## config.mk

```make
export PLATFORM = sky130hd
export DESIGN_NAME = cpu_writeback
export DESIGN_NICKNAME = d
export VERILOG_FILES = /design/src/rtl/cpu_writeback.sv
export SDC_FILE = /design/constraint.sdc
export NUM_CORES = 1
export LEC_CHECK = 0
export BUFFER_PORTS_ARGS = -buffer_cell sky130_fd_sc_hd__buf_2
export CORE_UTILIZATION = 30
export DETAILED_ROUTE_END_ITERATION = 16
export GPL_ROUTABILITY_DRIVEN = 1
export HOLD_SLACK_MARGIN = 0.05
export PLACE_DENSITY_LB_ADDON = 0.1
export SLEW_MARGIN = 30
export SYNTH_ARGS = -nofsm -noshare
export SYNTH_HDL_FRONTEND = slang
export SYNTH_SLANG_ARGS = --single-unit
```

## constraint.sdc

```tcl
create_clock -name clk -period 5.5 [get_ports clk]
set_input_delay 1.375 -clock clk [delete_from_list [all_inputs] [get_ports clk]]
set_output_delay 1.375 -clock clk [all_outputs]
set_load 0.05 [all_outputs]
```

## src/rtl/cpu_writeback.sv

```systemverilog
// Writeback stage of the stack CPU: commits pop/push effects to the operand stack,
// turns taken branches into a one-cycle redirect plus kill shadow, and halts on stack faults.
module cpu_writeback #(
  parameter int          DEPTH       = 16,
  parameter int          PTR_W       = 5,
  parameter int          KILL_SHADOW = 3,
  parameter logic [1:0]  UC_PUSHALU  = 2'd1,
  parameter logic [1:0]  UC_PUSHIMM  = 2'd2
) (
  input  logic              clk,
  input  logic              rst_b,
  input  logic              kill_4a,
  input  logic [31:0]       branch_target_4a,
  input  logic [1:0]        c__to_push_4a,
  input  logic [34:0]       st__to_push_4a,
  input  logic [10:0]       st__to_pop_4a,
  input  logic [31:0]       pc_4a,
  output logic              redirect_5a,
  output logic [31:0]       redirect_pc_5a,
  output logic [34:0]       st__tos_5a,
  output logic [34:0]       st__nos_5a,
  output logic [PTR_W-1:0]  st__depth_5a,
  output logic              halted_5a,
  output logic [1:0]        fault_5a,
  output logic [31:0]       fault_pc_5a
);

  localparam int AW   = (DEPTH <= 1) ? 1 : $clog2(DEPTH);
  localparam int SH_W = (KILL_SHADOW < 1) ? 1 : $clog2(KILL_SHADOW + 1);
  localparam logic [PTR_W-1:0] P_ONE = 1;
  localparam logic [SH_W-1:0]  S_ONE = 1;

  typedef enum logic [1:0] {S_RUN, S_SHADOW, S_HALT} state_t;

  state_t            state_q;
  logic [SH_W-1:0]   shadow_q;
  logic [PTR_W-1:0]  depth_q;
  logic [34:0]       tos_q, nos_q;
  logic              redirect_q;
  logic [31:0]       redirect_pc_q;
  logic              halted_q;
  logic [1:0]        fault_q;
  logic [31:0]       fault_pc_q;

  logic [34:0]       stack_mem [DEPTH];

  logic              push;
  logic              underflow;
  logic              overflow;
  logic              commit;
  logic [PTR_W-1:0]  base;
  logic [PTR_W-1:0]  base_m1;
  logic [PTR_W-1:0]  base_m2;
  logic [PTR_W-1:0]  depth_d;
  logic [34:0]       tos_d, nos_d;

  assign push      = (c__to_push_4a == UC_PUSHALU) || (c__to_push_4a == UC_PUSHIMM);
  assign underflow = st__to_pop_4a > {{(11-PTR_W){1'b0}}, depth_q};
  // base is only meaningful when there is no underflow; it is the post-pop depth.
  assign base      = depth_q - st__to_pop_4a[PTR_W-1:0];
  assign base_m1   = base - P_ONE;
  assign base_m2   = base - P_ONE - P_ONE;
  assign overflow  = push && (base == PTR_W'(DEPTH));
  assign commit    = (state_q == S_RUN) && !underflow && !overflow;
  assign depth_d   = base + {{(PTR_W-1){1'b0}}, push};

  // New tos/nos are formed from entries below the post-pop depth, which the push never overwrites.
  always_comb begin
    tos_d = '0;
    nos_d = '0;
    if (push) begin
      tos_d = st__to_push_4a;
      if (base != '0) nos_d = stack_mem[AW'(base_m1)];
    end else begin
      if (base != '0)  tos_d = stack_mem[AW'(base_m1)];
      if (base > P_ONE) nos_d = stack_mem[AW'(base_m2)];
    end
  end

  always_ff @(posedge clk) begin
    if (commit && push) stack_mem[AW'(base)] <= st__to_push_4a;
  end

  always_ff @(posedge clk or negedge rst_b) begin
    if (!rst_b) begin
      state_q       <= S_RUN;
      shadow_q      <= '0;
      depth_q       <= '0;
      tos_q         <= '0;
      nos_q         <= '0;
      redirect_q    <= 1'b0;
      redirect_pc_q <= '0;
      halted_q      <= 1'b0;
      fault_q       <= 2'd0;
      fault_pc_q    <= '0;
    end else begin
      redirect_q <= 1'b0;
      case (state_q)
        S_RUN: begin
          if (underflow) begin
            fault_q    <= 2'd1;
            fault_pc_q <= pc_4a;
            halted_q   <= 1'b1;
            state_q    <= S_HALT;
          end else if (overflow) begin
            fault_q    <= 2'd2;
            fault_pc_q <= pc_4a;
            halted_q   <= 1'b1;
            state_q    <= S_HALT;
          end else begin
            depth_q <= depth_d;
            tos_q   <= tos_d;
            nos_q   <= nos_d;
            if (kill_4a) begin
              redirect_q    <= 1'b1;
              redirect_pc_q <= branch_target_4a;
              shadow_q      <= SH_W'(KILL_SHADOW);
              if (KILL_SHADOW != 0) state_q <= S_SHADOW;
            end
          end
        end
        S_SHADOW: begin
          shadow_q <= shadow_q - S_ONE;
          if (shadow_q == S_ONE) state_q <= S_RUN;
        end
        default: ;
      endcase
    end
  end

  assign redirect_5a    = redirect_q;
  assign redirect_pc_5a = redirect_pc_q;
  assign st__tos_5a     = tos_q;
  assign st__nos_5a     = nos_q;
  assign st__depth_5a   = depth_q;
  assign halted_5a      = halted_q;
  assign fault_5a       = fault_q;
  assign fault_pc_5a    = fault_pc_q;

endmodule

```

==> reports/qor.txt <==
outcome = finished clean
Worst Path Max Fanout = 35
Fin. Hold Viols = 0
Tmin final = 4240 ps
slew margin rel. = 38.3%
synth unique cells = 53
hold crit path type = flop to flop
vias in the first global route = 19200
MaxCap Viol Count = 0
routed via count = 18400
fin crit share = 77.1%
final wirelength = 94600 um
worst path required time = 5800 ps
WS Path Type = primary input to flop
area of the mapped netlist = 32300 um2
largest net degree at the start of global routing = 120
Seq/Total Area, Yosys = 63.4%
Num CTS Buffers = 83
leakage power = 14.1 nW
Initial Utilization = 30.2%
fin nets = 2227
# Post-CTS Setup Buffers = 0
number of synthesized flops with an enable pin = 560
Core Area = 107000 um2
grt ovf = 0
critical path endpoint category = flop
initial antenna violation count = 6
Final HPWL DP = 55900 um
Worst-Skew Late Latency = 640 ps
wire per inst = 26.5 um
Worst Tran Pin Value = 926 ps
# setup viols final = 0
DRC = 0
register bit total from synthesis = 707
total track usage = 17.3%
Synth area leaders = edfxtp_1, mux4_2, dfrtp_1, mux2_2, mux2i_1
VDD IR max = 207 uV
Die Ht = 330 um
Layout area overhead = 19.1%
antenna viol nets, final = 0
PwrDens = 328 nW/um2
Die Span X = 330 um
Synth top area share = 52.0%
via-per-instance ratio = 5.17
CTS tree = done
IO Pins = 258
CP Data Arrival Time = 4540 ps
layout cells sized above 1 = 39.5%
Non-Filler Instances = 3564
number of DRC markers in iteration 0 = 1033
fillers = 10100
hold depth = 1
Mean Syn Cell Area = 17.9 um2
Post-synth top flop = edfxtp_1
RSZ-0062 raised after global routing = no
global-route wire length before repair = 136000 um
clk sinks = 707
Max Fclk = 236 MHz
Bufs on Longest Clock Path = 3
H-Tree Depth = 3
clock slew seen by the registers of the worst setup and hold paths = 60 ps
skew final = 11.8 ps
CTS Hold Buffers Added = 0
Die Footprint = 109000 um2
Post-CTS Resized = 0
final core occ = 36.0%
FFs w/ async S/R, synth = 20.8%
placed insts = 3410
most frequent cells in the layout = edfxtp_1, mux4_2, buf_2, nand2_1, dfrtp_1
post-synthesis net count = 1940
CTS root buf = clkbuf_16
R2R depth = 12
CP Launch Type = primary input
most common cell after layout, fill and taps aside = edfxtp_1
FP Rows = 120
Synth Instances = 1806
DRT Pass-1 Iters = 5
RePlAce Congestion = 0.733
synth warn = 0
largest area contributor in the netlist = edfxtp_1
Slew Limit Fails = 0
port bufs = 257
==> area by class of cell <==
| cell class | instances | area (um2) | share of cell area (%) |
|---|---|---|---|
| Multi-Input combinational cell | 953 | 11400 | 29.5 |
| Inverter | 15 | 56.3 | 0.146 |
| Tap cell | 1403 | 1760 | 4.56 |
| Clock buffer | 117 | 2360 | 6.13 |
| Clock inverter | 34 | 263 | 0.683 |
| Sequential cell | 707 | 20500 | 53.3 |
| Antenna cell | 2 | 5.00 | 0.0130 |
| Timing Repair Buffer | 333 | 2170 | 5.65 |
==> through the flow <==
stage / power (mW) / worst slack [ps] / TNS (ps) / hold WS [ps] / cell area [um2]
2_1_floorplan: 6.88 / -1310 / -117810 / 470 / 32400
3_3_place_gp: 7.38 / 606 / 0 / 448 / 35800
3_5_place_dp: 7.39 / 589 / 0 / 454 / 35800
4_1_cts: 12.8 / 1270 / 0 / 468 / 38400
5_1_grt: 13.1 / 1060 / 0 / 481 / 38500
6_report: 12.6 / 1260 / 0 / 463 / 38500
==> routing by layer <==
metal  routed length (um)  GRT usage, %
met3                 4430          2.76
met5                   10             0
met2                45200          28.3
met4                 2360          5.19
met1                42600          23.7
==> flip-flops by register name, indices dropped and copies added, names as in the netlist <==
signal / flops
stack_mem: 560
fault_pc_5a: 32
st__depth_5a: 5
halted_5a: 1
redirect_pc_5a: 32
st__tos_5a: 35
state_q: 2
fault_5a: 2
st__nos_5a: 35
redirect_5a: 1
shadow_q: 2
==> synth_stat cells (2+ instances only) <==
cell	instances
nor3_2	2
clkbuf_1	48
mux2i_1	71
a21oi_1	39
or2_2	2
mux2_1	19
xnor2_4	2
inv_1	15
nand4_1	2
xor2_1	3
buf_4	18
ha_1	18
xor2_2	3
buf_6	9
buf_2	52
o211ai_1	7
nor2_1	44
mux4_2	280
nand3_1	82
xnor2_1	3
o21ai_1	29
a2bb2oi_1	35
o21ai_0	7
dfrtp_1	147
nor4_1	8
nor3_1	4
edfxtp_1	560
nor2b_1	4
a32oi_1	29
nand2b_1	2
mux2_2	81
nand2_1	157
buf_1	4
==> worst max-delay path, cell delays in order <==
cell,delay [ps]
buf_2,90
ha_1,160
inv_1,60
fa_1,680
inv_1,160
ha_1,240
nand2_1,60
buf_4,180
nand4b_2,230
nand3_2,510
nor3_2,420
buf_12,340
==> logic make-up (layout without fill, tap and decap cells) <==
kind of cell	after synthesis	after routing	synth area share (%)
compound gates	155	155	3.35
xor+xnor	13	13	0.604
fa+ha+maj	19	19	0.759
buf+inv	146	499	2.32
flops	707	707	63.4
mux	451	451	25.2
other cells	0	2	0
simple gates	315	315	4.33
==> power by group <==
part           switching (mW)  internal (mW)  leakage [nW]
sequential            0.00942           5.79          7.04
combinational           0.837          0.624          5.80
clock                    2.21           3.13          1.28
total                    3.06           9.54          14.1
==> worst paths after layout <==
kind	endpoint	slack, ps	start
setup / recovery	stack_mem[1][6]	1260	st__to_pop_4a[0]
hold / removal	halted_5a	460	halted_5a
setup reg to reg	stack_mem[1][6]	1570	st__depth_5a[0]
hold reg to reg	halted_5a	460	halted_5a
max in group asynchronous	fault_pc_5a[4]	3500	rst_b
min in group asynchronous	redirect_pc_5a[26]	840	rst_b
No activity file was read; power rests on OpenSTA's default activity.
